<file path="src/rtl/inpacket_rx_pkg.sv">
// ---------------------------------------------------------------------------
// inpacket_rx_pkg
// Definitions shared by the packet receiver and the UART byte receiver:
//   - rx_state_e   : framing FSM states (IDLE / RECEIVING)
//   - uart_state_e : UART bit-level FSM states
//   - CSUM_SEED    : initial value of the running XOR checksum
// Byte-order convention: data bytes travel most-significant byte first, so
// the first byte of a frame ends up in the top byte of the packet word.
// ---------------------------------------------------------------------------
package inpacket_rx_pkg;

   typedef enum logic {
      STATE_IDLE      = 1'b0,
      STATE_RECEIVING = 1'b1
   } rx_state_e;

   typedef enum logic [1:0] {
      UART_IDLE  = 2'd0,
      UART_START = 2'd1,
      UART_DATA  = 2'd2,
      UART_STOP  = 2'd3
   } uart_state_e;

   localparam logic [7:0] CSUM_SEED = 8'h00;

endpackage

</file>
<file path="src/rtl/inpacket_rx_uart_rx.sv">
// ---------------------------------------------------------------------------
// inpacket_rx_uart_rx
// 8N1 UART byte receiver, LSB first, sampling each bit at its centre.
// Ports:
//   i_Clk        : clock (rising edge)
//   i_Rst_n      : synchronous active-low reset, holds the receiver idle
//   i_RX_Serial  : serial line, idle high (asynchronous, synchronised here)
//   o_RX_DV      : one-cycle strobe, o_RX_Byte holds a new byte
//   o_RX_Byte    : last received byte
// ---------------------------------------------------------------------------
module inpacket_rx_uart_rx
   import inpacket_rx_pkg::*;
#(
   parameter int g_CLKS_PER_BIT = 50
) (
   input  logic       i_Clk,
   input  logic       i_Rst_n,
   input  logic       i_RX_Serial,
   output logic       o_RX_DV,
   output logic [7:0] o_RX_Byte
);

   localparam int CW = (g_CLKS_PER_BIT > 1) ? $clog2(g_CLKS_PER_BIT) : 1;
   localparam logic [CW-1:0] FULL_C = CW'(g_CLKS_PER_BIT - 1);
   localparam logic [CW-1:0] HALF_C = CW'((g_CLKS_PER_BIT - 1) / 2);

   logic              rx_meta_q;
   logic              rx_sync_q;
   uart_state_e       state_q;
   logic [CW-1:0]     cnt_q;
   logic [2:0]        bit_q;
   logic [7:0]        byte_q;
   logic              dv_q;

   // Two-flop synchroniser; the line is asynchronous to clk.
   always_ff @(posedge i_Clk) begin
      rx_meta_q <= i_RX_Serial;
      rx_sync_q <= rx_meta_q;
   end

   always_ff @(posedge i_Clk) begin
      if (!i_Rst_n) begin
         state_q <= UART_IDLE;
         cnt_q   <= '0;
         bit_q   <= '0;
         byte_q  <= '0;
         dv_q    <= 1'b0;
      end else begin
         dv_q <= 1'b0;
         case (state_q)
            UART_IDLE: begin
               cnt_q <= '0;
               bit_q <= '0;
               if (!rx_sync_q) state_q <= UART_START;
            end
            // Re-check the start bit at its centre to reject glitches; from
            // here on every FULL_C count lands in the middle of a bit.
            UART_START: begin
               if (cnt_q == HALF_C) begin
                  cnt_q   <= '0;
                  state_q <= rx_sync_q ? UART_IDLE : UART_DATA;
               end else begin
                  cnt_q <= cnt_q + 1'b1;
               end
            end
            UART_DATA: begin
               if (cnt_q == FULL_C) begin
                  cnt_q  <= '0;
                  byte_q <= {rx_sync_q, byte_q[7:1]};
                  bit_q  <= bit_q + 1'b1;
                  if (bit_q == 3'd7) state_q <= UART_STOP;
               end else begin
                  cnt_q <= cnt_q + 1'b1;
               end
            end
            // Byte is released at the centre of the stop bit, leaving half a
            // bit of margin before a back-to-back start bit.
            UART_STOP: begin
               if (cnt_q == FULL_C) begin
                  cnt_q   <= '0;
                  dv_q    <= rx_sync_q;
                  state_q <= UART_IDLE;
               end else begin
                  cnt_q <= cnt_q + 1'b1;
               end
            end
            default: state_q <= UART_IDLE;
         endcase
      end
   end

   assign o_RX_DV   = dv_q;
   assign o_RX_Byte = byte_q;

endmodule

</file>
<file path="src/rtl/inpacket_rx.sv">
// ---------------------------------------------------------------------------
// inpacket_rx
// Serial packet receiver: collects BYTES data bytes plus one XOR checksum
// byte from a UART stream and presents each good packet on a parallel bus.
// An inter-byte idle timeout drops partial frames to regain framing.
// Ports:
//   clk          : clock (rising edge)
//   rst_n        : synchronous active-low reset
//   rx           : serial line, idle high
//   packetData   : last good packet, first received byte in the top byte
//   packetValid  : one-cycle pulse, packetData updated this cycle
//   csumError    : one-cycle pulse, complete frame with bad checksum
//   timeoutError : one-cycle pulse, partial frame discarded on timeout
// ---------------------------------------------------------------------------
module inpacket_rx
   import inpacket_rx_pkg::*;
#(
   parameter int CLKDIVIDER  = 50,
   parameter int BYTES       = 4,
   parameter int COUNTERBITS = 3,
   parameter int TIMEOUT     = 1000,
   parameter int TIMEOUTBITS = 10
) (
   input  logic               clk,
   input  logic               rst_n,
   input  logic               rx,
   output logic [BYTES*8-1:0] packetData,
   output logic               packetValid,
   output logic               csumError,
   output logic               timeoutError
);

   localparam logic [COUNTERBITS-1:0] BYTES_C   = COUNTERBITS'(BYTES);
   localparam logic [TIMEOUTBITS-1:0] TIMEOUT_C = TIMEOUTBITS'(TIMEOUT - 1);

   logic                   rx_dv;
   logic [7:0]             rx_byte;

   rx_state_e              state_q;
   logic [COUNTERBITS-1:0] idx_q;
   logic [BYTES*8-1:0]     sreg_q;
   logic [BYTES*8-1:0]     sreg_d;
   logic [7:0]             csum_q;
   logic [7:0]             csum_d;
   logic [TIMEOUTBITS-1:0] timer_q;
   logic [BYTES*8-1:0]     data_q;
   logic                   valid_q;
   logic                   csum_err_q;
   logic                   tmo_err_q;

   inpacket_rx_uart_rx #(
      .g_CLKS_PER_BIT(CLKDIVIDER)
   ) u_uart_rx (
      .i_Clk       (clk),
      .i_Rst_n     (rst_n),
      .i_RX_Serial (rx),
      .o_RX_DV     (rx_dv),
      .o_RX_Byte   (rx_byte)
   );

   // New bytes enter at the bottom, so the first byte of the frame ends up
   // in the top byte once BYTES bytes have been shifted in.
   generate
      if (BYTES == 1) begin : g_sreg_one
         assign sreg_d = rx_byte;
      end else begin : g_sreg_many
         assign sreg_d = {sreg_q[BYTES*8-9:0], rx_byte};
      end
   endgenerate

   // The first byte of a frame restarts the checksum from the seed.
   assign csum_d = ((state_q == STATE_IDLE) ? CSUM_SEED : csum_q) ^ rx_byte;

   always_ff @(posedge clk) begin
      if (!rst_n) begin
         state_q    <= STATE_IDLE;
         idx_q      <= '0;
         sreg_q     <= '0;
         csum_q     <= CSUM_SEED;
         timer_q    <= '0;
         data_q     <= '0;
         valid_q    <= 1'b0;
         csum_err_q <= 1'b0;
         tmo_err_q  <= 1'b0;
      end else begin
         valid_q    <= 1'b0;
         csum_err_q <= 1'b0;
         tmo_err_q  <= 1'b0;
         case (state_q)
            STATE_IDLE: begin
               timer_q <= '0;
               if (rx_dv) begin
                  sreg_q  <= sreg_d;
                  csum_q  <= csum_d;
                  idx_q   <= COUNTERBITS'(1);
                  state_q <= STATE_RECEIVING;
               end
            end
            STATE_RECEIVING: begin
               // A byte arriving together with timer expiry is accepted.
               if (rx_dv) begin
                  timer_q <= '0;
                  if (idx_q == BYTES_C) begin
                     if (rx_byte == csum_q) begin
                        data_q  <= sreg_q;
                        valid_q <= 1'b1;
                     end else begin
                        csum_err_q <= 1'b1;
                     end
                     idx_q   <= '0;
                     state_q <= STATE_IDLE;
                  end else begin
                     sreg_q <= sreg_d;
                     csum_q <= csum_d;
                     idx_q  <= idx_q + 1'b1;
                  end
               end else if (timer_q == TIMEOUT_C) begin
                  tmo_err_q <= 1'b1;
                  timer_q   <= '0;
                  idx_q     <= '0;
                  csum_q    <= CSUM_SEED;
                  state_q   <= STATE_IDLE;
               end else begin
                  timer_q <= timer_q + 1'b1;
               end
            end
            default: state_q <= STATE_IDLE;
         endcase
      end
   end

   assign packetData   = data_q;
   assign packetValid  = valid_q;
   assign csumError    = csum_err_q;
   assign timeoutError = tmo_err_q;

endmodule

</file>
<file path="config.mk">
export PLATFORM = sky130hd
export DESIGN_NAME = inpacket_rx
export DESIGN_NICKNAME = d
export VERILOG_FILES = /design/src/rtl/inpacket_rx_pkg.sv /design/src/rtl/inpacket_rx_uart_rx.sv /design/src/rtl/inpacket_rx.sv
export SDC_FILE = /design/constraint.sdc
export NUM_CORES = 1
export LEC_CHECK = 0
export CORE_MARGIN = 3
export CORE_UTILIZATION = 57
export DETAILED_ROUTE_END_ITERATION = 8
export HOLD_SLACK_MARGIN = 0.12
export PLACE_DENSITY = 0.79
export SLEW_MARGIN = 15
export SYNTH_ARGS = -nofsm -noshare
export SYNTH_HDL_FRONTEND = slang
export SYNTH_SLANG_ARGS = --single-unit
</file>
<file path="constraint.sdc">
create_clock -name clk -period 2 [get_ports clk]
set_input_delay 0.2 -clock clk [delete_from_list [all_inputs] [get_ports clk]]
set_output_delay 0.2 -clock clk [all_outputs]
set_load 0.02 [all_outputs]
</file>
==> run summary, run 1 <==
power density of the placed cells: 678 mW/mm^2
Crit path required time: 2.24 ns
Worst IR Drop VDD: 550 uV
number of design-rule violations left by the first detailed-router iteration: 190
Antenna Nets Post-Route: 0
number of global-route vias before repair: 3417
total CTS buffers: 9
count of buffers inserted at the top-level ports: 37
residual overflow from global routing: 0
Main synth FF type: sky130_fd_sc_hd__dfxtp_1
count of distinct cell types in the synthesized netlist: 39
Post-Syn Instances: 534
portion of synthesized cell area occupied by the leading cell type: 0.487
Final Hold Viols: 0
Maximum Capacitance Violations: 0
die width: 95.5 um
result of the run: complete, no violations
async set or reset register ratio after synthesis: 0
post-layout util: 0.698
Placement Cell Area: 0.00507 mm^2
critical path launch point type: flop
Worst path max stage delay: 0.43 ns
last weighted congestion value of the routability-driven placer: 0.835
Net Sw Frac: 0.237
Antenna Cells: 0
static leakage: 0.00186 uW
cell accounting for the most synthesized area: sky130_fd_sc_hd__dfxtp_1
Post-Synthesis Cell Area: 0.00456 mm^2
worst-case clock buffer depth: 2
leading post-synthesis cells by cell area: sky130_fd_sc_hd__dfxtp_1 49%, sky130_fd_sc_hd__nand2_1 12%, sky130_fd_sc_hd__mux2i_1 8.8%
critical path capture point type: flop
DRC violation count after routing: 0
WP data arrival: 1.98 ns
Rows: 31
Final Skew: 0.0119 ns
Final TNS setup: 0 ns
Crit Path Max Fanout: 9
# nets final: 576
Global Route Usage Sum: 0.211
total I/O pin count: 38
filler cell count: 586
class of the tightest hold or removal check: primary input to flop
critical-path cell list: ha_1 > nand4b_1 > or3_1 > o31ai_4 > a21oi_1
wire length of the first global-routing pass: 15400 um
clock network fraction of total power: 0.358
Sequential Power Share: 0.624
Clk Tree Root Cell: sky130_fd_sc_hd__clkbuf_8
CTS H-Tree Depth: 3
average detailed-routed wire length per instance: 13.6 um
placeable core area: 0.00752 mm^2
die height: 95.5 um
most common cell after layout, fill and taps aside: sky130_fd_sc_hd__nand2_1
CTS clock-pin slew for the worst setup and hold paths: 0.11 ns
initial antenna violation count: 0
fin crit share: 0.871
starting density of the core: 0.606
power spent charging and discharging nets: 845 uW
Clock Sinks: 111
sequential element share of the synthesized area: 0.487
synthesized net count: 545
pin count of the biggest net entering global routing: 69
final hold slack: 0.172 ns
setup repair after global routing missed its margin: no
count of flip-flops with a built-in enable after synthesis: 0
Area growth, synth to finish: 15.2%
flip-flop and latch count after synthesis: 111
buffers plus inverters on the worst setup path: 0
share of final-layout standard cells stronger than drive strength 1: 0.0596
post-DR vias/cell: 5.48
die area: 0.00911 mm^2
type of the worst setup path: flop to flop
Synthesis Warnings: 0
Initial DRT Pass Iterations: 4
Slew headroom: 0.537
worst-skew pair later-pin latency: 0.37 ns
time the worst path needs with I/O delays and setup: 1.74 ns
Power Internal: 2720 uW
average cell area after synthesis: 8.54 um^2
total wire length after detailed routing: 9080 um
clock tree from TritonCTS: built
count of pins over their slew limit: 0
CP delay by family, top: compound AO/OA/AOI/OAI gates
Final Instance Area: 0.00525 mm^2
hold-fix buffer count after cts: 0
Highest Clock Rate: 0.574 GHz
Via Count: 3664
Final HPWL DP: 6270 um
Post-CTS Repair Setup Buffers: 0
highest-count cells in the layout ignoring fill and taps: 143 x sky130_fd_sc_hd__nand2_1, 111 x sky130_fd_sc_hd__dfxtp_1, 55 x sky130_fd_sc_hd__a21oi_1
slew of the pin with the lowest slew margin: 0.694 ns
Final setup violation count: 0
Comb pwr share: 0.018
CTS resizes: 0
critical-path cell with the highest stage delay: sky130_fd_sc_hd__o31ai_4
[stage by stage]
| stage | setup slack, ns | total power [uW] | instances |
|---|---|---|---|
| final | 0.259 | 3560 | 669 |
| after global routing | 0.141 | 3690 | 669 |
| after CTS | 0.261 | 3590 | 669 |
| after detailed placement | 0.274 | 2340 | 653 |
| after global placement | 0.298 | 2330 | 653 |
| after floorplan | 0.369 | 2320 | 534 |
[power groups by stage]
stage / logic (uW) / clock network [uW] / registers (uW)
final: 64.6 / 1280 / 2220
after global routing: 72.7 / 1390 / 2220
after CTS: 64.9 / 1300 / 2220
after detailed placement: 65.5 / 0 / 2270
after global placement: 63.7 / 0 / 2270
after floorplan: 48.0 / 0 / 2270
[state kept, by name, indices dropped and copies added (netlist names), 3 cells and up, named ones only]
register,flops
csum_q,8
u_uart_rx.cnt_q,6
idx_q,3
packetData,32
timer_q,10
sreg_q,32
u_uart_rx.o_RX_Byte,8
u_uart_rx.bit_q,3
[final cells by class]
cell class	instances	area [um^2]	area share
timing repair buffer	52	528	0.101
inverter	11	41.3	0.00786
clock buffer	9	124	0.0236
multi-input combinational	380	2150	0.410
tap	99	124	0.0236
clock inverter	7	62.6	0.0119
sequential	111	2220	0.423
[metal layers]
layer	share of wire	vias to the layer above	global-route usage	wire [um]
li1	-	1844	-	-
met1	0.46	1738	0.271	4150
met2	0.49	68	0.357	4460
met3	0.030	14	0.0268	271
met4	0.021	0	0.0889	193
met5	0	-	0	0
[Yosys cell counts, types with 2 or more instances]
cell type / number
sky130_fd_sc_hd__buf_2: 3
sky130_fd_sc_hd__clkbuf_1: 24
sky130_fd_sc_hd__xor2_1: 4
sky130_fd_sc_hd__ha_1: 8
sky130_fd_sc_hd__xnor2_1: 16
sky130_fd_sc_hd__nand4_1: 4
sky130_fd_sc_hd__dfxtp_1: 111
sky130_fd_sc_hd__mux2i_1: 40
sky130_fd_sc_hd__a21oi_1: 55
sky130_fd_sc_hd__and2_1: 4
sky130_fd_sc_hd__buf_1: 2
sky130_fd_sc_hd__a31oi_1: 2
sky130_fd_sc_hd__nand4b_1: 3
sky130_fd_sc_hd__o21ai_0: 20
sky130_fd_sc_hd__nand2_1: 143
sky130_fd_sc_hd__a311oi_1: 2
sky130_fd_sc_hd__nor3_1: 3
sky130_fd_sc_hd__or3_1: 2
sky130_fd_sc_hd__buf_6: 3
sky130_fd_sc_hd__a21o_1: 8
sky130_fd_sc_hd__nor2_1: 31
sky130_fd_sc_hd__inv_1: 9
sky130_fd_sc_hd__o21ai_1: 2
sky130_fd_sc_hd__nand2b_1: 2
sky130_fd_sc_hd__clkinv_1: 2
sky130_fd_sc_hd__and3_1: 11
sky130_fd_sc_hd__nand3_1: 8
[kinds of logic (layout without fill, tap and decap cells)]
family / Yosys count / in the layout / synth area share
AND/OR/NAND/NOR: 217 / 217 / 0.207
flip-flops: 111 / 111 / 0.487
AO/OA/AOI/OAI: 95 / 95 / 0.117
buffers and inverters: 43 / 79 / 0.0411
multiplexers: 40 / 40 / 0.0878
XOR/XNOR: 20 / 20 / 0.0384
adder cells (fa/ha/maj): 8 / 8 / 0.0219
[worst min-delay path: stages]
cell,delay [ns]
sky130_fd_sc_hd__buf_2,0.15
sky130_fd_sc_hd__nand2_1,0.07
sky130_fd_sc_hd__o32ai_1,0.07
[final timing paths]
kind                               startpoint                          end  slack [ns]  cells after the start
hold reg to reg   u_uart_rx.rx_meta_q$_DFF_P_  u_uart_rx.rx_sync_q$_DFF_P_        0.34                      0
hold / removal                          rst_n        idx_q[1]$_SDFFE_PN0P_        0.17                      3
setup / recovery        timer_q[0]$_SDFF_PP0_       csum_q[2]$_SDFFE_PN0P_        0.26                      5
setup reg to reg        timer_q[0]$_SDFF_PP0_       csum_q[2]$_SDFFE_PN0P_        0.26                      5
(Power assumes the default switching activity.)
==> run 2, diff against run 1 <==
--- a/config.mk
+++ b/config.mk
@@ -8,9 +8,7 @@
 export CORE_MARGIN = 3
 export CORE_UTILIZATION = 57
 export DETAILED_ROUTE_END_ITERATION = 8
-export HOLD_SLACK_MARGIN = 0.12
 export PLACE_DENSITY = 0.79
-export SLEW_MARGIN = 15
 export SYNTH_ARGS = -nofsm -noshare
 export SYNTH_HDL_FRONTEND = slang
 export SYNTH_SLANG_ARGS = --single-unit
==> results of run 2 <==
The final DEF is identical to that of run 1; final timing and power are the same.
